`src/rtl/arbiter4_ctrl.sv`:
```
// Four-requester arbiter: registered one-hot grant, hold-time limit, forced-release pulse.
// Define ARB_ROUND_ROBIN_EN for rotating priority; otherwise fixed priority 3 > 2 > 1 > 0.
module arbiter4_ctrl #(
    parameter int unsigned HOLD_MAX = 15
) (
    input  logic       clk,
    input  logic       rst,
    input  logic       en,
    input  logic [3:0] req,
    input  logic       done,
    output logic [3:0] gnt,
    output logic [1:0] gnt_id,
    output logic       busy,
    output logic       timeout
);

    typedef enum logic {
        IDLE = 1'b0,
        BUSY = 1'b1
    } state_t;

    localparam logic [7:0] HOLD_LIM = 8'(HOLD_MAX);

    state_t     state_q, state_d;
    logic [3:0] gnt_q, gnt_d;
    logic [1:0] gnt_id_q, gnt_id_d;
    logic       busy_q, busy_d;
    logic       timeout_q, timeout_d;
    logic [7:0] cnt_q, cnt_d;
    logic [1:0] last_q, last_d;

    logic [1:0] win_id;
    logic       win_vld;
    logic [1:0] idx;
    logic       hold_hit;
    logic       early_rel;

    // Winner search; the highest-priority candidate is visited last so it overrides.
    always_comb begin
        win_id  = 2'd0;
        win_vld = 1'b0;
        idx     = 2'd0;
`ifdef ARB_ROUND_ROBIN_EN
        for (int k = 4; k >= 1; k--) begin
            idx = last_q - 2'(k);
            if (req[idx]) begin
                win_id  = idx;
                win_vld = 1'b1;
            end
        end
`else
        for (int i = 0; i < 4; i++) begin
            idx = 2'(i);
            if (req[idx]) begin
                win_id  = idx;
                win_vld = 1'b1;
            end
        end
`endif
    end

    always_comb begin
        state_d   = state_q;
        gnt_d     = gnt_q;
        gnt_id_d  = gnt_id_q;
        busy_d    = busy_q;
        timeout_d = 1'b0;
        cnt_d     = cnt_q;
        last_d    = last_q;
        hold_hit  = (cnt_q == HOLD_LIM);
        early_rel = done | ~req[gnt_id_q] | ~en;

        case (state_q)
            IDLE: begin
                if (en && win_vld) begin
                    state_d  = BUSY;
                    gnt_d    = 4'b0001 << win_id;
                    gnt_id_d = win_id;
                    busy_d   = 1'b1;
                    cnt_d    = 8'd1;
                    last_d   = win_id;
                end
            end
            BUSY: begin
                if (early_rel || hold_hit) begin
                    state_d   = IDLE;
                    gnt_d     = 4'b0000;
                    gnt_id_d  = 2'd0;
                    busy_d    = 1'b0;
                    cnt_d     = 8'd0;
                    // Pulse only when the hold limit is the sole reason for release.
                    timeout_d = hold_hit && !early_rel;
                end else begin
                    cnt_d = cnt_q + 8'd1;
                end
            end
            default: begin
                state_d  = IDLE;
                gnt_d    = 4'b0000;
                gnt_id_d = 2'd0;
                busy_d   = 1'b0;
                cnt_d    = 8'd0;
            end
        endcase
    end

    always_ff @(posedge clk) begin
        if (rst) begin
            state_q   <= IDLE;
            gnt_q     <= 4'b0000;
            gnt_id_q  <= 2'd0;
            busy_q    <= 1'b0;
            timeout_q <= 1'b0;
            cnt_q     <= 8'd0;
            last_q    <= 2'd0;
        end else begin
            state_q   <= state_d;
            gnt_q     <= gnt_d;
            gnt_id_q  <= gnt_id_d;
            busy_q    <= busy_d;
            timeout_q <= timeout_d;
            cnt_q     <= cnt_d;
            last_q    <= last_d;
        end
    end

    assign gnt     = gnt_q;
    assign gnt_id  = gnt_id_q;
    assign busy    = busy_q;
    assign timeout = timeout_q;

endmodule

```
`config.mk`:
```
export PLATFORM = sky130hd
export DESIGN_NAME = arbiter4_ctrl
export DESIGN_NICKNAME = d
export VERILOG_FILES = /design/src/rtl/arbiter4_ctrl.sv
export SDC_FILE = /design/constraint.sdc
export NUM_CORES = 1
export LEC_CHECK = 0
export BUFFER_PORTS_ARGS = -buffer_cell sky130_fd_sc_hd__buf_2
export CAP_MARGIN = 25
export CORE_MARGIN = 10
export CORE_UTILIZATION = 55
export CTS_BUF_LIST = sky130_fd_sc_hd__clkbuf_8
export DETAILED_ROUTE_END_ITERATION = 10
export PLACE_DENSITY = 0.77
export SETUP_SLACK_MARGIN = 0.1
export SKIP_LAST_GASP = 1
export SLEW_MARGIN = 20
export SYNTH_ARGS = -nofsm -noshare
export SYNTH_HDL_FRONTEND = slang
export SYNTH_SLANG_ARGS = --single-unit
```
`constraint.sdc`:
```
create_clock -name clk -period 2.1 [get_ports clk]
set_clock_uncertainty 0.15 [all_clocks]
set_input_delay 0.105 -clock clk [delete_from_list [all_inputs] [get_ports clk]]
set_output_delay 0.105 -clock clk [all_outputs]
set_load 0.1 [all_outputs]
```
Word-level counts from Yosys, hierarchy flattened:

Cells that the tools add are included.

* bits in registers: 17
* input bits: 8
* output and inout port bits: 8

* $add $sub $neg: 1
* magnitude comparators: 1
* eq/ne operators: 3
* shift operators: 1
* muxes and demuxes: 24
* bitwise operators: 6
* reduce and logical (&&, ||, !) cells: 6

Operators with widths (count)
* 2-to-1 mux 8 bit: 2
* case mux 8 bit (2 select lines): 1
* 2-to-1 mux 1 bit: 10
* adder 8 x 1 -> 8 bit, second input constant: 1
* equality test 8 x 4 -> 1 bit, second input constant: 1
* 2-to-1 mux 2 bit: 4
* 2-to-1 mux 4 bit: 2
* case mux 4 bit (2 select lines): 1
* NOT 1 bit: 4
* case mux 1 bit (2 select lines): 2
* case mux 2 bit (2 select lines): 1
* << shifter 1 x 2 -> 4 bit, first input constant: 1
* less-than comparator 2 x 3 -> 1 bit, second input constant: 1
* OR reduction 3 bit: 1
* binary-select mux 1 bit (select 2 bit): 1
* logical AND 1 bit: 2
* != test 2 x 1 -> 1 bit, second input constant: 1
* != test 2 bit, second input constant: 1
* bitwise OR 1 bit: 2
* AND reduction 2 bit: 1
* zero test 1 bit: 1
* logical OR 1 bit: 1

Depth between registers and ports, before layout:

Gate-level depths: netlist of the first run.

* depth in word-level cells: 8
* mapped depth: 6
* depth with buffers taken out: 5

Worst setup path after synthesis of the first run:

Ideal clock, no wire load.

* kind: reg2reg
* start point: register gnt_id_q[1], in the netlist gnt_id[1]
* end point: register gnt_id_q[0], in the netlist gnt_id[0]
* arrival: 2.125 ns
* required time: 1.818 ns
* path slack: -0.308 ns
* cell stages (with the launch flop): 6
* path through: dfxtp_1 -> mux4_2 -> o211a_1 -> buf_6 -> o21ai_1 -> a21oi_1

* cells in the longest elaborated chain, start to end: 8

RTL lines
* start: declaration: line 26 `logic [1:0] gnt_id_q, gnt_id_d;`
* start signal: assignment: line 119 `gnt_id_q <= gnt_id_d;`
* binary-select mux 1 bit (select 2 bit): line 71 `early_rel = done | ~req[gnt_id_q] | ~en;`
* 2-to-1 mux 1 bit (not written as such): line 71
* NOT 1 bit: line 71
* bitwise OR 1 bit (2 in series): line 71
* logical OR 1 bit: line 85 `if (early_rel || hold_hit) begin`
* != test 2 x 1 -> 1 bit (no source line)
* AND reduction 2 bit (no source line)

Every way passes these cells. The select of a mux whose other input is x is not followed.
A chain may end at the register's enable or synchronous reset.

Worst setup path after layout of the first run:

* start point: register cnt_q[0]
* end point: register cnt_q[7]

* cells in the longest elaborated chain, start to end: 4
* elaborated cells on any way between the ends: 5

RTL lines
* start: declaration: line 29 `logic [7:0] cnt_q, cnt_d;`
* start signal: assignment: line 122 `cnt_q <= cnt_d;`
* parallel branches: the longest is 2 deep, another holds adder 8 x 1 -> 8 bit
* 2-to-1 mux 8 bit (*): line 85
* case mux 8 bit (2 select lines) (*): line 73 `case (state_q)`

Every way passes the cells marked *.

==> results of run 1 <==
==> critical path, cell delays in order (launching register included) <==
cell	delay (ns)
dfxtp_1	0.34
ha_1	0.24
nand3_1	0.23
o211ai_4	0.14
or4_1	0.51
a31oi_1	0.17
==> registers in the layout (all words and copies together) (netlist names) <==
name     flops
timeout      1
busy         1
gnt          4
gnt_id       2
state_q      1
cnt_q        8
==> metrics by stage <==
step / setup slack [ns] / util / hold slack (ns) / total power, mW / instance area, sq um
final: 0.237 / 0.665 / 0.0219 / 0.709 / 978
after global routing: 0.119 / 0.665 / 0.0585 / 0.740 / 978
after CTS: 0.188 / 0.665 / 0.0125 / 0.714 / 978
after detailed placement: 0.202 / 0.634 / 0.273 / 0.480 / 933
after global placement: 0.237 / 0.634 / 0.266 / 0.478 / 933
after floorplan: 0.131 / - / 0.0244 / 0.448 / 846
==> cell families after synthesis <==
group                    Yosys count
AND/OR/NAND/NOR                   40
AO/OA/AOI/OAI                     30
flip-flops                        17
buffers and inverters              5
multiplexers                       1
adder cells (fa/ha/maj)            1
==> power by group through the flow <==
stage / Combinational [mW] / Sequential, mW / Clock (mW)
after floorplan: 0.0459 / 0.402 / 0
after global placement: 0.130 / 0.348 / 0
after detailed placement: 0.131 / 0.349 / 0
after CTS: 0.132 / 0.341 / 0.241
after global routing: 0.141 / 0.342 / 0.257
final: 0.132 / 0.342 / 0.235
==> cell type report <==
class                   instances  area [sq um]
fillers                       128           493
clock inverters                 1          3.75
clock buffers                   3          41.3
inverters                       2          7.51
flip-flops and latches         17           345
well taps                      16          20.0
repair buffers                 17          90.1
multi-input cells              72           470
==> worst max path at each step <==
stage,startpoint,endpoint
2_1_floorplan,gnt_id[0],cnt_q[7]
3_3_place_gp,cnt_q[5],gnt[3]
3_5_place_dp,cnt_q[5],gnt[0]
4_1_cts,cnt_q[5],gnt[0]
5_1_grt,cnt_q[0],gnt[3]
6_report,cnt_q[0],cnt_q[7]
==> synth_stat cells (2+ instances only) <==
| master | n |
|---|---|
| o21ai_1 | 3 |
| o21ai_0 | 4 |
| a31oi_1 | 5 |
| nand3b_1 | 2 |
| nor2_1 | 3 |
| dfxtp_1 | 17 |
| a21oi_1 | 8 |
| nand3_1 | 8 |
| nand2_1 | 11 |
| inv_1 | 2 |
| or3_2 | 3 |
| o211a_1 | 2 |
==> routing by layer <==
layer | vias to the layer above | track usage | routed length [microns]
li1 | 393 | - | -
met1 | 369 | 0.147 | 879
met2 | 28 | 0.185 | 879
met3 | 4 | 0.0365 | 129
met4 | 0 | 0.0754 | 21
met5 | - | 0 | 0
==> metrics.md, run 1 <==
| Metric | Value |
|---|---|
| Min Tclk post-route | ~1.9 ns |
| Main flop type after synthesis | dfxtp_1 |
| Placed cells | between 100 and 150 |
| Post-Synth Simple-Gate Area | 0.274 |
| Critical Path AT | between 1.5 and 2 ns |
| Layout cell share with drive strength beyond 1 | 0.295 |
| DRT Pass-1 Iters | 4 |
| Total clock buffers created by CTS | 3 |
| RSZ-0062 raised after global routing | false |
| Compound-Gate Fraction of Synth Area | 0.244 |
| Antenna violations before repair | 0 |
| Estimated wirelength of the detail-placed design | approximately 1.4 mm |
| Synth Warn # | 0 |
| DRC | 0 |
| Hold worst-path end | gnt[3] |
| Static Leak | 0.377 nW |
| P per Cell Area | between 700 and 800 mW/mm^2 |
| Mapped Area | around 840 sq um |
| Top Ports | 16 |
| Htree depth | 1 |
| Die area | about 0.0035 sq mm |
| Final slew viol count | 0 |
| Synth Area in Adders | 0.0149 |
| Post-synth ARST share | 0 |
| Outcome | finished clean |
| Gr ovfl total | 0 |
| Setup_tns | 0 ns |
| WHS Path Cells | 3 |
| Mux contribution to synthesized area | 0.0268 |
| ANT cells | 0 |
| Worst R2R Start | cnt_q[0] |
| Hold Crit Class | input port to flip-flop |
| Worst reg2reg endpoint | cnt_q[7] |
| Setup bufs post-CTS | 0 |
| Slew @ Worst Pin | 0.489 ns |
| Final Non-Filler Cells | roughly 130 |
| Top area cells in the synthesized netlist | dfxtp_1, nand2_1, a21oi_1 |
| First-pass GRT wire length | between 3 and 4 mm |
| VDD IR-drop max | 0.396 mV |
| Clk buf depth | 2 |
| IO Port Bufs | 15 |
| Via density | ~6.2 |
| Final setup fails | 0 |
| Post-cts resize count | 0 |
| Syn_nets | 103 |
| Clk sinks | 17 |
| Max Cap Viol | 0 |
| Yosys top cell area share | 0.405 |
| Seq cells post-synth | 17 |
| CP required | 2.12 ns |
| Worst r2r path cells | 5 |
| Largest net degree at the start of global routing | 16 |
| DR vias | a little under 800 |
| WL final | between 1.5 and 2 mm |
| CTS tree | built |
| Slew headroom | 0.677 |
| Fin crit share | 0.887 |
| Final hold vios | 0 |
| Post-synthesis sequential area ratio | 0.405 |
| Core area | about 0.0015 sq mm |
| Final ANT Viol Nets | 0 |
| Initial Utilization | 0.571 |
| Clock share of power | 0.331 |
| Hold Path Origin | req[3] |
| Die height | slightly below 60 microns |
| Sw power | roughly 210 uW |
| XOR/XNOR share of the synthesized area | 0 |
| CP Capture Type | flip-flop |
| Reg2reg setup slack | 0.24 ns |
| Gp weighted congestion | a little under 0.8 |
| Area delta synth->final | 16.4% |
| Critical path launch point type | flip-flop |
| Synth Instances | 94 |
| Syn Area/Cell | 8.94 sq um |
| WS Path Type | flip-flop to flip-flop |
| Post-synth EDFFs | 0 |
| Vias in the first global route | 770 |
| Cell Int Power | 498 uW |
| Commonest cells after routing, fill and taps aside | dfxtp_1, buf_2, nand2_1 |
| Clock latency on the worst-skew pair | approximately 0.25 ns |
| Yosys cell types | 38 |
| Initial drt markers | 36 |
| Routed len/inst | around 15 microns |
| Logic pwr share | 0.187 |
| Post-layout net count | 122 |
| Cell taking the most area after synthesis | dfxtp_1 |
| CTS Hold Bufs | 0 |
| CP max FO | 5 |
| Rows | 14 |
| Sequential Power Share | 0.482 |
| Root buffer cell | clkbuf_8 |
| Clock transition at the registers of the reported paths | roughly 0.06 ns |
| Switching Fraction | 0.298 |
| Largest family of logic cells by synthesized area | simple AND/OR/NAND/NOR gates |
| Die X | 59.1 microns |
| Gr usage total | 0.122 |
| Max Clk Rate | roughly 540 MHz |
No activity file was read; power rests on OpenSTA's default activity.
==> run 2, diff against run 1 <==
Settings changed: ABC_AREA set to 1, CORE_UTILIZATION 55 to 57, PLACE_DENSITY 0.77 to 0.79.
==> metrics.md, run 2 <==
| Metric | Value |
|---|---|
| Most flops, register | cnt_q (unchanged) |
| Cell Int Power | 511 uW (was 498 uW) |
| Synth Warn # | 0 (unchanged) |
| Most common cell after layout, fill and taps aside | nand2_1 |
| DRC | 0 (unchanged) |
| Finished Cell Area | 0.00112 sq mm (was 978 sq um) |
| Commonest cells after routing, fill and taps aside | nand2_1, dfxtp_1, buf_2 (was dfxtp_1, buf_2, nand2_1) |
| Mapped Area | 958 sq um (was 841 sq um) |
| Initial Utilization | 0.622 (was 0.571) |
| Top area cells in the synthesized netlist | dfxtp_1, nand2_1, nand2_2 (was dfxtp_1, nand2_1, a21oi_1) |
| Outcome | finished clean (unchanged) |
| Die X | 61.0 microns (was 59.1 microns) |
| P per Cell Area | 687 mW/mm^2 (was 724 mW/mm^2) |
| Top Ports | 16 (unchanged) |
| Hold Crit Class | input port to flip-flop (unchanged) |
| Sw power | 261 uW (was 211 uW) |
| Clock latency on the worst-skew pair | 0.25 ns (about the same) |
| Switching Fraction | 0.339 (was 0.298) |
| Setup_tns | 0 ns (unchanged) |
| CTS tree | built (unchanged) |
| Post-synth EDFFs | 0 (unchanged) |
| Final slew viol count | 0 (unchanged) |
| Root buffer cell | clkbuf_8 (unchanged) |
| Gr usage total | 0.123 (was 0.122) |
| Pwr Total | 772 uW (was 709 uW) |
| IO Port Bufs | 15 (unchanged) |
| CP max FO | 7 (was 5) |
| Sequential Power Share | 0.454 (was 0.482) |
| Critical path launch point type | input port (was flip-flop) |
| Max Clk Rate | 633 MHz (was 537 MHz) |
| Syn Area/Cell | 7.79 sq um (was 8.94 sq um) |
| Final ANT Viol Nets | 0 (unchanged) |
| Via density | 5.40 (was 6.20) |
| Fin crit share | 0.753 (was 0.887) |
| # fillers | 123 (was 128) |
| DR vias | 858 (was 794) |
| Top cells by count, synth | nand2_1, dfxtp_1, nand2_2 (was dfxtp_1, nand2_1, a21oi_1, nand3_1, a31oi_1) |
| Largest net degree at the start of global routing | 13 (was 16) |
| Syn_nets | 132 (was 103) |
| Post-cts resize count | 0 (unchanged) |
| Clk buf depth | 2 (unchanged) |
| Post-synth ARST share | 0 (unchanged) |
| Antenna violations before repair | 0 (unchanged) |
| Logic pwr share | 0.227 (was 0.187) |
| Fin worst setup slack | 0.520 ns (was 0.237 ns) |
| Final hold vios | 0 (unchanged) |
| Slew @ Worst Pin | 0.496 ns (was 0.489 ns) |
| Die area | 0.00372 sq mm (was 0.00349 sq mm) |
| RSZ-0062 raised after global routing | false (unchanged) |
| Layout cell share with drive strength beyond 1 | 0.399 (was 0.295) |
| Critical Path AT | 1.63 ns (was 1.89 ns) |
| DRT Pass-1 Iters | 4 (unchanged) |
| ANT cells | 0 (unchanged) |
| Gp weighted congestion | 0.824 (was 0.795) |
| Total clock buffers created by CTS | 3 (unchanged) |
| Clock share of power | 0.319 (was 0.331) |
| CP required | 2.15 ns (was 2.12 ns) |
| CP Capture Type | flip-flop (unchanged) |
| Count leader, synth | nand2_1 (was dfxtp_1) |
| Main flop type after synthesis | dfxtp_1 (unchanged) |
| Initial drt markers | 25 (was 36) |
| WL final | 2.03 mm (was 1.91 mm) |
| Clock transition at the registers of the reported paths | 0.07 ns (was 0.06 ns) |
| Synth Instances | 123 (was 94) |
| Seq cells post-synth | 17 (unchanged) |
| Hold_ws | 0.0344 ns (was 0.0219 ns) |
| Die height | 61.0 microns (was 59.1 microns) |
| Rows | 14 (unchanged) |
| Htree depth | 1 (unchanged) |
| Core area | 0.00154 sq mm (was 0.00147 sq mm) |
| VDD IR-drop max | 0.778 mV (was 0.396 mV) |
| Yosys cell types | 28 (was 38) |
| Clk sinks | 17 (unchanged) |
| Routed len/inst | 12.8 microns (was 14.9 microns) |
| Slew headroom | 0.671 (was 0.677) |
| Max reg flops | 8 (unchanged) |
| Min Tclk post-route | 1.58 ns (was 1.86 ns) |
| Final setup fails | 0 (unchanged) |
| Static Leak | 0.428 nW (was 0.377 nW) |
| Vias in the first global route | 789 (was 770) |
| First-pass GRT wire length | 3.62 mm (was 3.43 mm) |
| Setup bufs post-CTS | 0 (unchanged) |
| Cell taking the most area after synthesis | dfxtp_1 (unchanged) |
| Yosys top cell area share | 0.355 (was 0.405) |
| Gr ovfl total | 0 (unchanged) |
| Dpl ws | 0.575 ns (was 0.202 ns) |
| WS Path Type | input port to flip-flop (was flip-flop to flip-flop) |
| Post-layout net count | 153 (was 122) |
| Placed cell areas | 0.00104 sq mm (was 933 sq um) |
| Area delta synth->final | 17.2% (was 16.4%) |
| Estimated wirelength of the detail-placed design | 1.55 mm (was 1.35 mm) |
| Post-synthesis sequential area ratio | 0.355 (was 0.405) |
| Max Cap Viol | 0 (unchanged) |
[run 2: changes by cell type in the layout (fill, tap and decap cells not counted), sizes merged, moves of 5 or more]
cell / before / now
a21oi: 8 / 15
inv: 3 / 13
nor2: 3 / 14
nand2: 11 / 34
nand3: 8 / 15
a31oi: 5 / 0
[run 2: routing by layer]
| layer | vias up | track usage | wire [microns] |
|---|---|---|---|
| met1 | 396 | 0.157 | 909 |
| met3 | 2 | 0.0522 | 134 |
| li1 | 440 | - | - |
| met2 | 20 | 0.189 | 980 |
| met5 | - | 0 | 0 |
| met4 | 0 | 0.0219 | 6 |
[run 2: power groups by stage]
stage                     logic [mW]  clock network (mW)  registers (mW)
after floorplan               0.0716                   0           0.422
after global placement         0.168                   0           0.357
after detailed placement       0.171                   0           0.357
after CTS                      0.175               0.252           0.350
after global routing           0.189               0.265           0.352
final                          0.175               0.246           0.350
[run 2: final timing paths]
check	from	end	slack (ns)	depth (start not counted)
worst min register to register	busy	busy	0.29	2
worst max-delay path	req[3]	cnt_q[7]	0.52	12
worst max register to register	cnt_q[0]	gnt[3]	0.55	8
worst min-delay path	rst	cnt_q[1]	0.03	2
[run 2: final cells by class]
| cell class | count | area [sq um] | share of cell area |
|---|---|---|---|
| Timing Repair Buffer | 18 | 105 | 0.0935 |
| Clock buffer | 3 | 41.3 | 0.0367 |
| Clock inverter | 1 | 7.51 | 0.00668 |
| Tap cell | 16 | 20.0 | 0.0178 |
| Sequential cell | 17 | 340 | 0.303 |
| Inverter | 14 | 61.3 | 0.0546 |
| Multi-Input combinational cell | 90 | 548 | 0.488 |
[run 2: stage by stage]
| step | utilization | std cells |
|---|---|---|
| 2_1_floorplan | - | 123 |
| 3_3_place_gp | 0.678 | 152 |
| 3_5_place_dp | 0.678 | 152 |
| 4_1_cts | 0.729 | 159 |
| 5_1_grt | 0.729 | 159 |
| 6_report | 0.729 | 159 |
[run 2: repair_timing]
item | 4_1_cts | 5_1_grt
endpoints found under the setup margin | 0 | 0
hold buffers | 3 | 0
endpoints found under the hold margin | 3 | 0
[run 2: critical path, stage by stage]
cell and delay, ns:
dlygate4sd3_1 0.53, buf_2 0.13, inv_2 0.09, nand2_2 0.07, nor2_2 0.13, nand2_2 0.09, nand2_4 0.09, nand2_4 0.09
inv_6 0.09, nand2_2 0.04, o21a_1 0.10, nor2_2 0.06
[run 2: cells by family after synthesis]
family                   share of synthesized area
flip-flops                                   0.355
XOR/XNOR                                   0.00914
adder cells (fa/ha/maj)                     0.0131
buffers and inverters                       0.0731
AO/OA/AOI/OAI                                0.137
AND/OR/NAND/NOR                              0.413
==> run 3, diff against run 2 <==
Clock period 2.1 ns to 1.6 ns, I/O delays scaled along.
==> metrics.md, run 3 (synthesis results as in run 2) <==
| Metric | Value |
|---|---|
| Final ANT Viol Nets | 0 (unchanged) |
| Routed len/inst | 14.8 microns (was 12.8 microns) |
| CP Capture Type | flip-flop (unchanged) |
| DR vias | 913 (was 858) |
| Worst reg2reg endpoint | cnt_q[2] (was gnt[3]) |
| Min Tclk post-route | about 1.5 ns |
| Area delta synth->final | 25.5% (was 17.2%) |
| First-pass GRT wire length | 3.73 mm (was 3.62 mm) |
| Worst r2r path cells | 8 (unchanged) |
| Clk buf depth | 2 (unchanged) |
| IO Port Bufs | 15 (unchanged) |
| Final core occ | 0.780 (was 0.729) |
| Critical Path AT | 1.45 ns (was 1.63 ns) |
| Clock transition at the registers of the reported paths | 0.07 ns (about the same) |
| Clk sinks | 17 (unchanged) |
| CTS tree | built (unchanged) |
| Slew headroom | 0.667 (was 0.671) |
| WL final | 2.41 mm (was 2.03 mm) |
| Final slew viol count | 0 (unchanged) |
| Via density | 5.60 (was 5.40) |
| Reg2reg setup slack | 0.14 ns (was 0.55 ns) |
| Initial Utilization | 0.622 (unchanged) |
| Hold worst-path end | gnt[0] (was cnt_q[1]) |
| Max Clk Rate | ~700 MHz |
| Sequential Power Share | 0.447 (was 0.454) |
| WHS Path Cells | 4 (was 2) |
| Initial drt markers | 35 (was 25) |
| VDD IR-drop max | 0.760 mV (was 0.778 mV) |
| ANT cells | 0 (unchanged) |
| Vias in the first global route | 845 (was 789) |
| Gp weighted congestion | 0.818 (was 0.824) |
| Gr ovfl total | 0 (unchanged) |
| # fillers | 117 (was 123) |
| Max Cap Viol | 0 (unchanged) |
| Pwr Total | 1.03 mW (was 772 uW) |
| Clock latency on the worst-skew pair | 0.25 ns (about the same) |
| Static Leak | 0.458 nW (was 0.428 nW) |
| CP max FO | 5 (was 7) |
| Placed cell areas | 0.00106 sq mm (was 0.00104 sq mm) |
| Hold Crit Class | input port to flip-flop (unchanged) |
| Die height | 61.0 microns (unchanged) |
| Htree depth | 1 (unchanged) |
| Top Ports | 16 (unchanged) |
| P per Cell Area | 860 mW/mm^2 (was 687 mW/mm^2) |
| Placed cells | 153 (was 152) |
| Die X | 61.0 microns (unchanged) |
| Post-layout net count | 157 (was 153) |
| Setup_tns | 0 ns (unchanged) |
| Hold Path Origin | req[1] (was rst) |
| WS Path Type | flip-flop to flip-flop (was input port to flip-flop) |
| DRC | 0 (unchanged) |
| Largest net degree at the start of global routing | 13 (unchanged) |
| Sw power | 358 uW (was 261 uW) |
| Commonest cells after routing, fill and taps aside | nand2_1, buf_2, dfxtp_1 (was nand2_1, dfxtp_1, buf_2) |
| Gr usage total | 0.128 (was 0.123) |
| Dpl ws | 0.0440 ns (was 0.575 ns) |
| Antenna violations before repair | 0 (unchanged) |
| Cell Int Power | 676 uW (was 511 uW) |
| Logic pwr share | 0.244 (was 0.227) |
| Estimated wirelength of the detail-placed design | 1.57 mm (was 1.55 mm) |
| Worst R2R Start | cnt_q[0] (unchanged) |
| Total clock buffers created by CTS | 3 (unchanged) |
| Slew @ Worst Pin | 0.502 ns (was 0.496 ns) |
| Critical path launch point type | flip-flop (was input port) |
| Final hold vios | 0 (unchanged) |
| Fin worst setup slack | 0.138 ns (was 0.520 ns) |
| Rows | 14 (unchanged) |
| Most flops, register | cnt_q (unchanged) |
| Switching Fraction | 0.346 (was 0.339) |
| DRT Pass-1 Iters | 4 (unchanged) |
| CP required | 1.58 ns (was 2.15 ns) |
| RSZ-0062 raised after global routing | false (unchanged) |
| Core area | 0.00154 sq mm (unchanged) |
| Outcome | finished clean (unchanged) |
| Final setup fails | 0 (unchanged) |
| Finished Cell Area | 0.00120 sq mm (was 0.00112 sq mm) |
| Fin crit share | 0.914 |
| Layout cell share with drive strength beyond 1 | 0.449 (was 0.399) |
| Clock share of power | 0.309 (was 0.319) |
| Root buffer cell | clkbuf_8 (unchanged) |
| Hold_ws | 0.0215 ns (was 0.0344 ns) |
| Most common cell after layout, fill and taps aside | nand2_1 (unchanged) |
| Die area | 0.00372 sq mm (unchanged) |
| Final Non-Filler Cells | 163 (was 159) |
| Max reg flops | 8 (unchanged) |
==> run 3: changes by cell type in the layout (fill, tap and decap cells not counted), moves of 2 or more <==
| cell | previous run | this run |
|---|---|---|
| dfxtp_1 | 17 | 13 |
| dfxtp_4 | 0 | 2 |
| dfxtp_2 | 0 | 2 |
| nand3_1 | 11 | 9 |
| buf_4 | 0 | 3 |
==> run 3: worst max-delay path, cell delays in order (launching register included) <==
cell,delay [ns]
dfxtp_2,0.36
ha_4,0.15
nand2_2,0.08
nor2_4,0.15
nand3_4,0.12
nand4_4,0.13
inv_4,0.08
nand2_2,0.07
a21oi_2,0.05
==> run 3: worst max-delay path by stage <==
stage | from | end | slack, ns | depth (start not counted)
floorplan | cnt_q[0] | gnt[0] | 0.15 | 8
global placement | cnt_q[0] | gnt[2] | 0.11 | 8
detailed placement | cnt_q[0] | gnt[3] | 0.04 | 8
CTS | cnt_q[1] | gnt[3] | 0.11 | 8
global route | cnt_q[0] | cnt_q[2] | 0.08 | 8
finish | cnt_q[0] | cnt_q[2] | 0.14 | 8
==> run 3: area by class of cell <==
class                   count  area [sq um]  share of cell area
clock inverters             1          3.75             0.00312
inverters                  14          61.3              0.0510
well taps                  16          20.0              0.0166
clock buffers               3          41.3              0.0343
multi-input cells          90           588               0.489
flip-flops and latches     17           350               0.291
repair buffers             22           138               0.114
==> run 3: power groups by stage <==
| stage | clock [mW] | sequential [mW] | combinational, mW |
|---|---|---|---|
| finish | 0.320 | 0.462 | 0.253 |
| global route | 0.347 | 0.464 | 0.268 |
| CTS | 0.321 | 0.459 | 0.238 |
| detailed placement | 0 | 0.469 | 0.224 |
| global placement | 0 | 0.469 | 0.221 |
| floorplan | 0 | 0.555 | 0.0935 |
==> run 3: metal layers <==
metal | vias up | GRT usage | wire length (microns)
li1 | 447 | - | -
met1 | 417 | 0.154 | 981
met2 | 39 | 0.208 | 1210
met3 | 10 | 0.0292 | 142
met4 | 0 | 0.0658 | 75
met5 | - | 0 | 0
==> run 3: repair_timing <==
item	CTS	global route
pin swaps	1	3
setup endpoints to repair	16	16
endpoints found under the hold margin	5	0
gates resized for setup	3	6
hold buffers	4	0
setup buffers	2	0
